## src/rtl/display_buffer_pkg.sv

```systemverilog
// Shared definitions for the double-buffered display write bridge:
// FSM encoding, host ctrl bit positions and default widths.
package display_buffer_pkg;

    localparam int ADDR_W_DEF = 11;
    localparam int PIX_W_DEF  = 24;
    localparam int CTRL_W_DEF = 8;
    localparam int DEPTH_DEF  = 2048;

    localparam int CTRL_WR      = 0;
    localparam int CTRL_SWAP    = 1;
    localparam int CTRL_FILL    = 2;
    localparam int CTRL_CLR_OVR = 3;

    typedef enum logic [1:0] {
        IDLE,
        FILL,
        SWAP_WAIT
    } state_t;

    // True when two or more of the WR/SWAP/FILL edges arrive together
    function automatic logic multi_cmd(input logic [2:0] e);
        return (e[0] & e[1]) | (e[0] & e[2]) | (e[1] & e[2]);
    endfunction

endpackage

```

## src/rtl/display_buffer_bridge_ctrl_edge_detect.sv

```systemverilog
// Registers host ctrl/payload and emits a one-cycle rising-edge vector,
// with the payload delayed to stay aligned with its edge.
module ctrl_edge_detect #(
    parameter int W  = 8,
    parameter int DW = 35
) (
    input  logic          clk,
    input  logic          reset_n,
    input  logic [W-1:0]  ctrl,
    input  logic [DW-1:0] data,
    output logic [W-1:0]  edges,
    output logic [DW-1:0] data_q
);

    logic [W-1:0]  ctrl_s1;
    logic [W-1:0]  ctrl_s2;
    logic [DW-1:0] data_s1;

    always_ff @(posedge clk) begin
        if (!reset_n) begin
            ctrl_s1 <= '0;
            ctrl_s2 <= '0;
            data_s1 <= '0;
            edges   <= '0;
            data_q  <= '0;
        end else begin
            ctrl_s1 <= ctrl;
            ctrl_s2 <= ctrl_s1;
            data_s1 <= data;
            edges   <= ctrl_s1 & ~ctrl_s2;
            data_q  <= data_s1;
        end
    end

endmodule

```

## src/rtl/display_buffer_bridge.sv

```systemverilog
// Host PIO to double-buffered frame RAM bridge: pixel writes, back-buffer
// fill, and a front/back swap that completes on the next frame boundary.
module display_buffer_bridge
    import display_buffer_pkg::*;
#(
    parameter int ADDR_W = ADDR_W_DEF,
    parameter int PIX_W  = PIX_W_DEF,
    parameter int CTRL_W = CTRL_W_DEF,
    parameter int DEPTH  = DEPTH_DEF
) (
    input  logic              clk_clk,
    input  logic              reset_reset_n,
    input  logic [ADDR_W-1:0] host_addr,
    input  logic [PIX_W-1:0]  host_data,
    input  logic [CTRL_W-1:0] host_ctrl,
    input  logic              frame_sync,
    output logic              mem_we,
    output logic [ADDR_W:0]   mem_addr,
    output logic [PIX_W-1:0]  mem_wdata,
    output logic              front_sel,
    output logic              busy,
    output logic              swap_pending,
    output logic              overrun
);

    localparam logic [ADDR_W:0]   DEPTH_L = (ADDR_W+1)'(DEPTH);
    localparam logic [ADDR_W-1:0] LAST    = ADDR_W'(DEPTH - 1);

    logic [CTRL_W-1:0]       edges;
    logic [ADDR_W+PIX_W-1:0] payload;
    logic [ADDR_W-1:0]       addr_e;
    logic [PIX_W-1:0]        data_e;
    logic                    ctrl_unused;

    assign ctrl_unused = ^(host_ctrl >> 4);
    assign addr_e      = payload[ADDR_W+PIX_W-1:PIX_W];
    assign data_e      = payload[PIX_W-1:0];

    ctrl_edge_detect #(.W(CTRL_W), .DW(ADDR_W+PIX_W)) u_edge (
        .clk     (clk_clk),
        .reset_n (reset_reset_n),
        .ctrl    (host_ctrl),
        .data    ({host_addr, host_data}),
        .edges   (edges),
        .data_q  (payload)
    );

    state_t            state, state_n;
    logic [ADDR_W-1:0] fill_cnt, fill_cnt_n;
    logic [PIX_W-1:0]  fill_val, fill_val_n;
    logic              front_n, swap_n, ovr_set, overrun_n, busy_n;
    logic              we_n;
    logic [ADDR_W:0]   addr_n;
    logic [PIX_W-1:0]  wdata_n;
    logic              ed_wr, ed_swap, ed_fill, ed_clr;

    assign ed_wr   = edges[CTRL_WR];
    assign ed_swap = edges[CTRL_SWAP];
    assign ed_fill = edges[CTRL_FILL];
    assign ed_clr  = edges[CTRL_CLR_OVR];

    always_comb begin
        state_n    = state;
        fill_cnt_n = fill_cnt;
        fill_val_n = fill_val;
        front_n    = front_sel;
        swap_n     = swap_pending;
        ovr_set    = 1'b0;
        we_n       = 1'b0;
        addr_n     = mem_addr;
        wdata_n    = mem_wdata;

        case (state)
            IDLE: begin
                if (multi_cmd({ed_fill, ed_swap, ed_wr})) begin
                    ovr_set = 1'b1;
                end else if (ed_wr) begin
                    if ({1'b0, addr_e} < DEPTH_L) begin
                        we_n    = 1'b1;
                        addr_n  = {~front_sel, addr_e};
                        wdata_n = data_e;
                    end else begin
                        ovr_set = 1'b1;
                    end
                end else if (ed_fill) begin
                    fill_val_n = data_e;
                    fill_cnt_n = '0;
                    state_n    = FILL;
                end else if (ed_swap) begin
                    swap_n  = 1'b1;
                    state_n = SWAP_WAIT;
                end
            end
            FILL: begin
                we_n       = 1'b1;
                addr_n     = {~front_sel, fill_cnt};
                wdata_n    = fill_val;
                fill_cnt_n = fill_cnt + 1'b1;
                if (ed_wr || ed_fill) ovr_set = 1'b1;
                if (ed_swap) swap_n = 1'b1;
                // A swap queued on the final write cycle still chains into SWAP_WAIT
                if (fill_cnt == LAST) begin
                    fill_cnt_n = '0;
                    state_n    = swap_n ? SWAP_WAIT : IDLE;
                end
            end
            SWAP_WAIT: begin
                if (ed_wr || ed_fill || ed_swap) ovr_set = 1'b1;
                if (frame_sync) begin
                    front_n = ~front_sel;
                    swap_n  = 1'b0;
                    state_n = IDLE;
                end
            end
            default: state_n = IDLE;
        endcase

        overrun_n = ovr_set ? 1'b1 : (ed_clr ? 1'b0 : overrun);
        busy_n    = (state_n != IDLE);
    end

    always_ff @(posedge clk_clk) begin
        if (!reset_reset_n) begin
            state        <= IDLE;
            fill_cnt     <= '0;
            fill_val     <= '0;
            front_sel    <= 1'b0;
            swap_pending <= 1'b0;
            overrun      <= 1'b0;
            busy         <= 1'b0;
            mem_we       <= 1'b0;
            mem_addr     <= '0;
            mem_wdata    <= '0;
        end else begin
            state        <= state_n;
            fill_cnt     <= fill_cnt_n;
            fill_val     <= fill_val_n;
            front_sel    <= front_n;
            swap_pending <= swap_n;
            overrun      <= overrun_n;
            busy         <= busy_n;
            mem_we       <= we_n;
            mem_addr     <= addr_n;
            mem_wdata    <= wdata_n;
        end
    end

endmodule

```

## config.mk

```make
export PLATFORM = sky130hd
export DESIGN_NAME = display_buffer_bridge
export DESIGN_NICKNAME = d
export VERILOG_FILES = /design/src/rtl/display_buffer_pkg.sv /design/src/rtl/display_buffer_bridge_ctrl_edge_detect.sv /design/src/rtl/display_buffer_bridge.sv
export SDC_FILE = /design/constraint.sdc
export NUM_CORES = 1
export LEC_CHECK = 0
export CORE_UTILIZATION = 40
export DETAILED_ROUTE_END_ITERATION = 6
export PLACE_DENSITY_LB_ADDON = 0.1
export SYNTH_ARGS = -nofsm -noshare
export SYNTH_HDL_FRONTEND = slang
export SYNTH_SLANG_ARGS = --single-unit
export TNS_END_PERCENT = 50
```

## constraint.sdc

```tcl
create_clock -name clk_clk -period 2.3 [get_ports clk_clk]
set_clock_uncertainty 0.15 [all_clocks]
set_input_delay 0.46 -clock clk_clk [delete_from_list [all_inputs] [get_ports clk_clk]]
set_output_delay 0.46 -clock clk_clk [all_outputs]
set_load 0.05 [all_outputs]
```

== Word level (Yosys, flattened, before mapping) ==
Index checks and enable logic that the tools add are counted.

* Output and inout port bits: 41
* Word-level logic and storage cells: 82
* Input bits: 46
* Register bits: 160

* Equal/unequal tests: 9
* $add $sub $neg: 1
* Bitwise logic cells: 10
* Muxes and demuxes: 35
* Reductions and logical operators: 12

{| class="wikitable"
|+ Operators with widths
! cell !! count
|-
| $mux 24 || 2
|-
| $pmux 24 s2 || 1
|-
| $mux 11 || 4
|-
| $mux 12 || 2
|-
| $pmux 12 s2 || 1
|-
| $pmux 11 s2 || 1
|-
| $mux 2 || 7
|-
| $mux 1 || 13
|-
| $add 11x1->11 const B || 1
|-
| $eq 11x11->1 const B || 1
|-
| $ne 2x2->1 const B || 4
|-
| $reduce_and 4->1 || 2
|-
| $pmux 1 s3 || 2
|-
| $pmux 2 s3 || 1
|-
| $reduce_bool 2->1 || 3
|-
| $reduce_and 5->1 || 1
|-
| $and 4x4->4 || 1
|-
| $ne 2x1->1 const B || 2
|-
| $not 4->4 || 1
|-
| $and 1x1->1 || 3
|-
| $not 1->1 || 3
|-
| $reduce_and 3->1 || 1
|-
| $reduce_bool 3->1 || 1
|-
| $eq 2x1->1 const B || 1
|-
| other kinds (6) || 8
|}

== Logic depth before layout (Yosys ltp) ==
Gate-level depths: netlist (run 1).

* Word-level depth: 6
* Gate-level depth with buffers: 7
* Gate-level depth less buffers: 4

== Hierarchy ==
From an unflattened synthesis (run 1), not the netlist that was laid out.

* Cell total of the unflattened synthesis: 572
* Area, all modules: 5846.9 um^2

{| class="wikitable"
|+ Modules (own cells, without submodules)
! module !! times used !! area each (um^2) !! cells an instance !! sequential area each (um^2)
|-
| display_buffer_bridge || 1 || 3259.4 || 374 || 1561.5
|-
| ctrl_edge_detect || 1 || 2587.5 || 198 || 1881.8
|}

== Worst setup path before layout (run 1) ==
No wires, ideal clock.

* Path kind: flip-flop to flip-flop
* From: register u_edge.edges[1]
* To: register mem_addr[11]
* Setup time: 0.116 ns
* Path buffers: 2
* Required time: 2.034 ns
* Arrival: 1.489 ns
* Stages on the path, launching flop included: 7
* Period minus slack after synthesis: 1.755 ns
* Slack: 0.545 ns
* Cell sequence: dfxtp_1 > clkbuf_1 > or3b_1 > a21oi_4 > buf_4 > nand2_1 > o211a_1

* Cells in the longest elaborated chain, start to end: 5
* Elaborated cells on any way between the ends: 6
* Classes of those cells: eq/ne (1); bitwise (4); reduce/logical (1)

{| class="wikitable"
|+ RTL lines
! item !! line !! text
|-
| start, declared || display_buffer_bridge_ctrl_edge_detect.sv:11 || <nowiki>output logic [W-1:0] edges,</nowiki>
|-
| start signal, assigned || display_buffer_bridge_ctrl_edge_detect.sv:30 || <nowiki>edges <= ctrl_s1 & ~ctrl_s2;</nowiki>
|-
| $and 1x1->1 || display_buffer_pkg.sv:23 || <nowiki>return (e[0] & e[1]) | (e[0] & e[2]) | (e[1] & e[2]);</nowiki>
|-
| $or 1x1->1 || display_buffer_pkg.sv:23 ||
|-
| $or 1x1->1 (*) || display_buffer_pkg.sv:23 ||
|-
| $ne 2x2->1 (no source line) (*) || n/a ||
|-
| $reduce_and 3->1 (no source line) (*) || n/a ||
|-
| end signal, assigned || display_buffer_bridge.sv:143 || <nowiki>mem_addr <= addr_n;</nowiki>
|-
| end, declared || display_buffer_bridge.sv:18 || <nowiki>output logic [ADDR_W:0] mem_addr,</nowiki>
|}

Mark *: on every way between the ends. The rest lies on a longest branch, timed or not.
A chain may end at the register's enable or synchronous reset.

== Worst setup path in the final report (run 1) ==
* From: register front_sel
* To: output port front_sel

{| class="wikitable"
|+ RTL lines
! item !! line !! text
|-
| start, declared || display_buffer_bridge.sv:20 || <nowiki>output logic front_sel,</nowiki>
|-
| start signal, assigned || display_buffer_bridge.sv:138 || <nowiki>front_sel <= front_n;</nowiki>
|}

No word-level cell between the ends.

==> results.sh, run 1 <==
export IMPL_outcome="finished clean"
export IMPL_cpMaxStageDelayCell="clkdlybuf4s50_1"
export IMPL_min_path_type="flip-flop to flip-flop"
export IMPL_cts_root_buf="clkbuf_16"
export IMPL_final_cell_count_no_fill=812
export IMPL_stdcell_area_um2=7180
export IMPL_synth_edf_count=0
export IMPL_port_buffers=82
export IMPL_syn_to_final_growth_pct=28.1
export IMPL_holdWs_ps=230
export IMPL_ys_seq_elements=160
export IMPL_cp_cell_sequence="clkdlybuf4s50_1"
export IMPL_postRouteAntennaNets=0
export IMPL_leakage_nw=3.03
export IMPL_setup_ws_ps=71.0
export IMPL_grt_first_pass_wirelength_mm=18.0
export IMPL_cts_buffer_depth=2
export IMPL_finish_utilization_pct=53.4
export IMPL_globalRouteTotalUtil_pct=15.9
export IMPL_setup_tns_ps=0
export IMPL_yosys_warnings=0
export IMPL_synthArstFlopShare_pct=0
export IMPL_first_global_vias=3794
export IMPL_ys_flop_type="dfxtp_1"
export IMPL_die_area_um2=14500
export IMPL_diodes=0
export IMPL_end_kind="output pin"
export IMPL_worstSetupStartpointType="flip-flop"
export IMPL_drtIter0Drc=260
export IMPL_synth_area_um2=5610
export IMPL_fin_crit_ps=2230
export IMPL_cts_buffers_inserted=17
export IMPL_peakVddDrop_mv=0.543
export IMPL_path_buf_inv=1
export IMPL_start_util_pct=41.7
export IMPL_ys_seq_area_share_pct=57.1
export IMPL_synth_largest_area_cell="dfxtp_1"
export IMPL_core_um2=13500
export IMPL_hold_viol=0
export IMPL_die_w_um=120
export IMPL_gp_congestion=0.782
export IMPL_synth_cells=550
export IMPL_yosysUniqueCellTypes=37
export IMPL_maxCapViolations=0
export IMPL_cts_sinks=160
export IMPL_crit_family="buffers and inverters"
export IMPL_critPathMaxFanout=3
export IMPL_required_ps=1690
export IMPL_clkLatencyLatePin_ps=410
export IMPL_pre_cts_ws_ps=391
export IMPL_drc=0
export IMPL_p_per_area_nw_per_um2=884
export IMPL_core_rowCount=42
export IMPL_drt_wl_total_mm=10.6
export IMPL_viasPerCell=4.74
export IMPL_rsz0062_at_grt="no"
export IMPL_fmax_mhz=449
export IMPL_antenna_found_initial=0
export IMPL_cts_htree_levels=4
export IMPL_place_inst=781
export IMPL_slew_viol_final=0
export IMPL_cts_hold_buf=0
export IMPL_relSlewSlack_pct=64.3
export IMPL_syn_area_per_cell_um2=10.2
export IMPL_synth_area_top_cells="dfxtp_1 57%, and2_1 9.2%, o211a_1 6.4%"
export IMPL_critPathArrivalTime_ps=1620
export IMPL_final_setup_viol_count=0
export IMPL_max_stage_delay_ps=820
export IMPL_tritoncts="built"
export IMPL_tightestPinTransition_ps=533
export IMPL_grt_max_degree=61
export IMPL_wire_per_inst_um=13.1
export IMPL_yosysTopAreaCellShare_pct=57.1
export IMPL_syn_nets=597
export IMPL_num_vias=3850
export IMPL_io_pins=87
export IMPL_place_area_um2=6610
export IMPL_clkTransAtPathRegs_ps=60
export IMPL_fin_nets=671
export IMPL_finalCritPeriodShare_pct=96.9
export IMPL_overflow=0
export IMPL_die_h_um=120
export IMPL_dp_hpwl_mm=6.71
export IMPL_final_layout_size_suffix_gt1_share_pct=7.08
export IMPL_path_class="flip-flop to output pin"
export IMPL_p_total_mw=6.35
export IMPL_firstDrtPassIters=6
## cell usage after synthesis (2+ instances only)
library cell,number
a21oi_1,7
and2_1,82
and3_1,2
and4_1,2
buf_2,11
buf_4,6
clkbuf_1,22
dfxtp_1,160
mux2i_1,24
nand2_1,74
nand2b_1,4
nand3_1,36
nor2_1,12
nor2b_1,30
nor3_1,3
o2111ai_1,2
o211a_1,36
o211ai_1,3
o21a_1,3
o21ai_0,7
or3_1,2
xor2_1,7
## cell families after synthesis
logic type	Yosys count	synth area share, %
compound gates	65	9.84
flops	160	57.1
buf+inv	40	3.33
mux	24	4.29
simple gates	252	23.9
xor+xnor	8	1.25
fa+ha+maj	1	0.223
## state kept, by name, indices dropped and copies added (netlist names)
| name | cells |
|---|---|
| u_edge.data_q | 35 |
| u_edge.data_s1 | 35 |
| fill_val | 24 |
| mem_wdata | 24 |
| mem_addr | 12 |
| fill_cnt | 11 |
| u_edge.ctrl_s1 | 4 |
| u_edge.ctrl_s2 | 4 |
| u_edge.edges | 4 |
| state | 2 |
| busy | 1 |
| front_sel | 1 |
| mem_we | 1 |
| overrun | 1 |
| swap_pending | 1 |
## power breakdown
part           switching [mW]  total [mW]  internal, mW
Combinational           0.381       0.665         0.284
Sequential             0.0618        2.97          2.90
Clock                    1.02        2.72          1.70
Total                    1.46        6.35          4.89
## final timing paths
| check | from | slack (ps) | cells past startpoint | end |
|---|---|---|---|---|
| worst max-delay path | front_sel | 70 | 1 | front_sel |
| worst min-delay path | u_edge.ctrl_s2[1] | 230 | 1 | u_edge.edges[1] |
| worst max register to register | u_edge.edges[0] | 400 | 5 | mem_wdata[10] |
| worst min register to register | u_edge.ctrl_s2[1] | 230 | 1 | u_edge.edges[1] |
## cell usage in the layout, fill, tap and decap left out, types with 2 or more instances in the layout
cell               n
and3_1             2
clkdlybuf4s50_1   80
clkbuf_1           4
nor2_1            12
o21ai_0            7
o211ai_1           3
nand2_1           74
buf_12             3
and4_1             2
dfxtp_1          160
and2_1            82
o211a_1           36
or3_1              2
clkbuf_16         17
o21a_1             3
nor2b_1           29
mux2i_1           24
bufinv_16          2
buf_4             10
xor2_1             7
clkinv_2           4
nand2b_1           3
o2111ai_1          2
nand3_1           36
nor3_1             3
a21oi_1            7
clkbuf_8           4
## area by class of cell
class | count | area [um^2]
Clock buffer | 25 | 495
Clock inverter | 6 | 80.1
Fill cell | 1222 | 6270
Inverter | 1 | 3.75
Multi-Input combinational cell | 350 | 2230
Sequential cell | 160 | 3200
Tap cell | 176 | 220
Timing Repair Buffer | 94 | 948
## routing by layer
layer / global-route usage (%) / up-vias / wire [um]
met3: 4.48 / 16 / 415
met2: 26.7 / 59 / 5060
met5: 0 / - / 0
li1: - / 1980 / -
met1: 18.9 / 1795 / 4940
met4: 7.10 / 0 / 190
## repair_timing
action | in CTS | in global routing
endpoints found under the setup margin | 0 | 1
gates resized for setup | 0 | 1
buffers inserted | 0 | 0
Power figures use the tool's default switching activity.
==> run 2, diff against run 1 <==
- CORE_MARGIN: not set -> 5
- clock period: 2.3 -> 2 ns (I/O delays scaled with it)
==> run 2 against run 1 <==
Effect of this change:
- first-iteration DRC count shrank 8.8%
- sequential cell count stayed put
- setup slack improved by 130 ps
- die area rose by 14%
- wire length rose by 2.0%
- register-to-register slack got worse by 200 ps
- sequential share of layout area increased by 0.32 points
- total power up 15%
- non-clock buffer count is 3 higher
- critical path type is now flip-flop to flip-flop
- largest cell class unchanged
- highest routed layer unchanged
==> results.sh, run 2 (synthesized netlist as in run 1, its figures left out) <==
export IMPL_cts_sinks=160
export IMPL_crit_family="simple AND/OR/NAND/NOR gates"
export IMPL_setup_ws_ps=197
export IMPL_grt_first_pass_wirelength_mm=18.1
export IMPL_die_h_um=128
export IMPL_p_comb_share_pct=10.4
export IMPL_final_layout_size_suffix_gt1_share_pct=13.9
export IMPL_fin_nets=674
export IMPL_finalCritPeriodShare_pct=90.1
export IMPL_rsz0062_at_grt="no"
export IMPL_pwr_share_seq_pct=46.7
export IMPL_cp_depth=5
export IMPL_io_pins=87
export IMPL_worstSetupStartpointType="flip-flop"
export IMPL_tritoncts="built"
export IMPL_hold_viol=0
export IMPL_die_w_um=128
export IMPL_viasPerCell=4.73
export IMPL_end_kind="flip-flop"
export IMPL_switchingPower_mw=1.75
export IMPL_regToRegSetupSlack_ps=200
export IMPL_outcome="finished clean"
export IMPL_grt_max_degree=64
export IMPL_p_int_mw=5.55
export IMPL_pwr_share_clk_pct=43.0
export IMPL_firstDrtPassIters=4
export IMPL_max_stage_delay_ps=410
export IMPL_fillCellCount=1282
export IMPL_p_per_area_nw_per_um2=1020
export IMPL_relSlewSlack_pct=67.6
export IMPL_final_common_cell="dfxtp_1"
export IMPL_first_global_vias=3732
export IMPL_diodes=0
export IMPL_drt_wl_total_mm=10.8
export IMPL_tightestPinTransition_ps=488
export IMPL_fmax_mhz=555
export IMPL_drc=0
export IMPL_core_rowCount=43
export IMPL_overflow=0
export IMPL_min_to="u_edge.edges[1]"
export IMPL_num_vias=3878
export IMPL_final_cell_mix="160 x dfxtp_1, 82 x and2_1, 74 x nand2_1, 51 x buf_4, 40 x clkdlybuf4s50_1"
export IMPL_syn_to_final_growth_pct=27.2
export IMPL_core_um2=13800
export IMPL_start_util_pct=40.5
export IMPL_postRouteAntennaNets=0
export IMPL_min_path_type="flip-flop to flip-flop"
export IMPL_hold_depth=1
export IMPL_rr_endpoint="mem_wdata[10]"
export IMPL_setup_tns_ps=0
export IMPL_slew_viol_final=0
export IMPL_path_buf_inv=1
export IMPL_cts_hold_buf=0
export IMPL_die_area_um2=16500
export IMPL_pre_cts_ws_ps=178
export IMPL_drtIter0Drc=237
export IMPL_p_sw_share_pct=23.9
export IMPL_path_class="flip-flop to flip-flop"
export IMPL_critPathMaxFanout=23
export IMPL_port_buffers=82
export IMPL_required_ps=2170
export IMPL_cpMaxStageDelayCell="or3b_1"
export IMPL_reg_top3="u_edge.data_q: 35 flops, u_edge.data_s1: 35 flops"
export IMPL_critPathArrivalTime_ps=1980
export IMPL_antenna_found_initial=0
export IMPL_cts_buffer_depth=2
export IMPL_cts_root_buf="clkbuf_16"
export IMPL_clkTransAtPathRegs_ps=60
export IMPL_fin_crit_ps=1800
export IMPL_globalRouteTotalUtil_pct=14.0
export IMPL_leakage_nw=3.11
export IMPL_gp_congestion=0.733
export IMPL_hold_start="u_edge.ctrl_s2[1]"
export IMPL_cp_cell_sequence="or3b_1 > a21oi_4 > buf_4 > nand3_1 > o211a_1"
export IMPL_maxCapViolations=0
export IMPL_wire_per_inst_um=13.2
export IMPL_worstRegToRegCells=5
export IMPL_holdWs_ps=230
export IMPL_dp_hpwl_mm=6.92
export IMPL_final_setup_viol_count=0
export IMPL_r2r_start="u_edge.edges[2]"
export IMPL_clkLatencyLatePin_ps=430
export IMPL_peakVddDrop_mv=0.643
export IMPL_cts_htree_levels=4
export IMPL_cts_buffers_inserted=17
run 2: changes by cell type in the layout (fill, tap and decap cells not counted):
cell | previous run | this run
buf_12 | 3 | 5
buf_4 | 10 | 51
clkbuf_8 | 4 | 2
clkdlybuf4s50_1 | 80 | 40
clkinv_2 | 4 | 3
clkinv_4 | 0 | 1
clkinvlp_4 | 0 | 2
dlygate4sd2_1 | 0 | 1
dlymetal6s2s_1 | 1 | 0
inv_6 | 0 | 1
run 2: final cells by class:
type,instances,area [um^2],share of cell area (%)
Tap cell,180,225,3.16
Inverter,1,3.75,0.0526
Sequential cell,160,3200,44.9
Clock inverter,9,108,1.51
Multi-Input combinational cell,350,2230,31.3
Clock buffer,23,468,6.56
Timing Repair Buffer,97,892,12.5
run 2: what timing repair did:
action | 4_1_cts | 5_1_grt
setup endpoints to repair | 1 | 0
gates resized for setup | 1 | 0
setup buffers | 0 | 0
run 2: metal layers:
metal  global-route usage (%)  part of all wire, %  wire [um]
met5                        0                    0          0
met4                     4.68                  1.3        138
met3                     6.19                  5.7        620
met2                     23.3                   49       5350
met1                     16.2                   44       4710
run 2: worst max path at each step:
stage                    start       endpoint  slack, ps
6_report       u_edge.edges[2]  mem_wdata[10]        200
5_1_grt        u_edge.edges[2]  mem_wdata[10]         60
4_1_cts        u_edge.edges[2]  mem_wdata[10]        170
3_5_place_dp   u_edge.edges[2]  mem_wdata[10]        180
3_3_place_gp   u_edge.edges[2]  mem_wdata[10]        200
2_1_floorplan  u_edge.edges[1]   mem_addr[11]        240
run 2: power groups by stage:
stage          sequential [mW]  clock (mW)  combinational, mW
3_3_place_gp              3.47           0              0.761
3_5_place_dp              3.48           0              0.768
2_1_floorplan             3.68           0              0.280
4_1_cts                   3.41        3.23              0.770
6_report                  3.41        3.14              0.756
5_1_grt                   3.42        3.36              0.819
run 2: through the flow:
step	area (um^2)	instances	util (%)	power, mW
2_1_floorplan	5610	550	-	3.96
3_3_place_gp	6560	788	47.4	4.24
3_5_place_dp	6560	788	47.4	4.25
4_1_cts	7130	820	51.6	7.40
5_1_grt	7130	820	51.6	7.60
6_report	7130	820	51.6	7.30
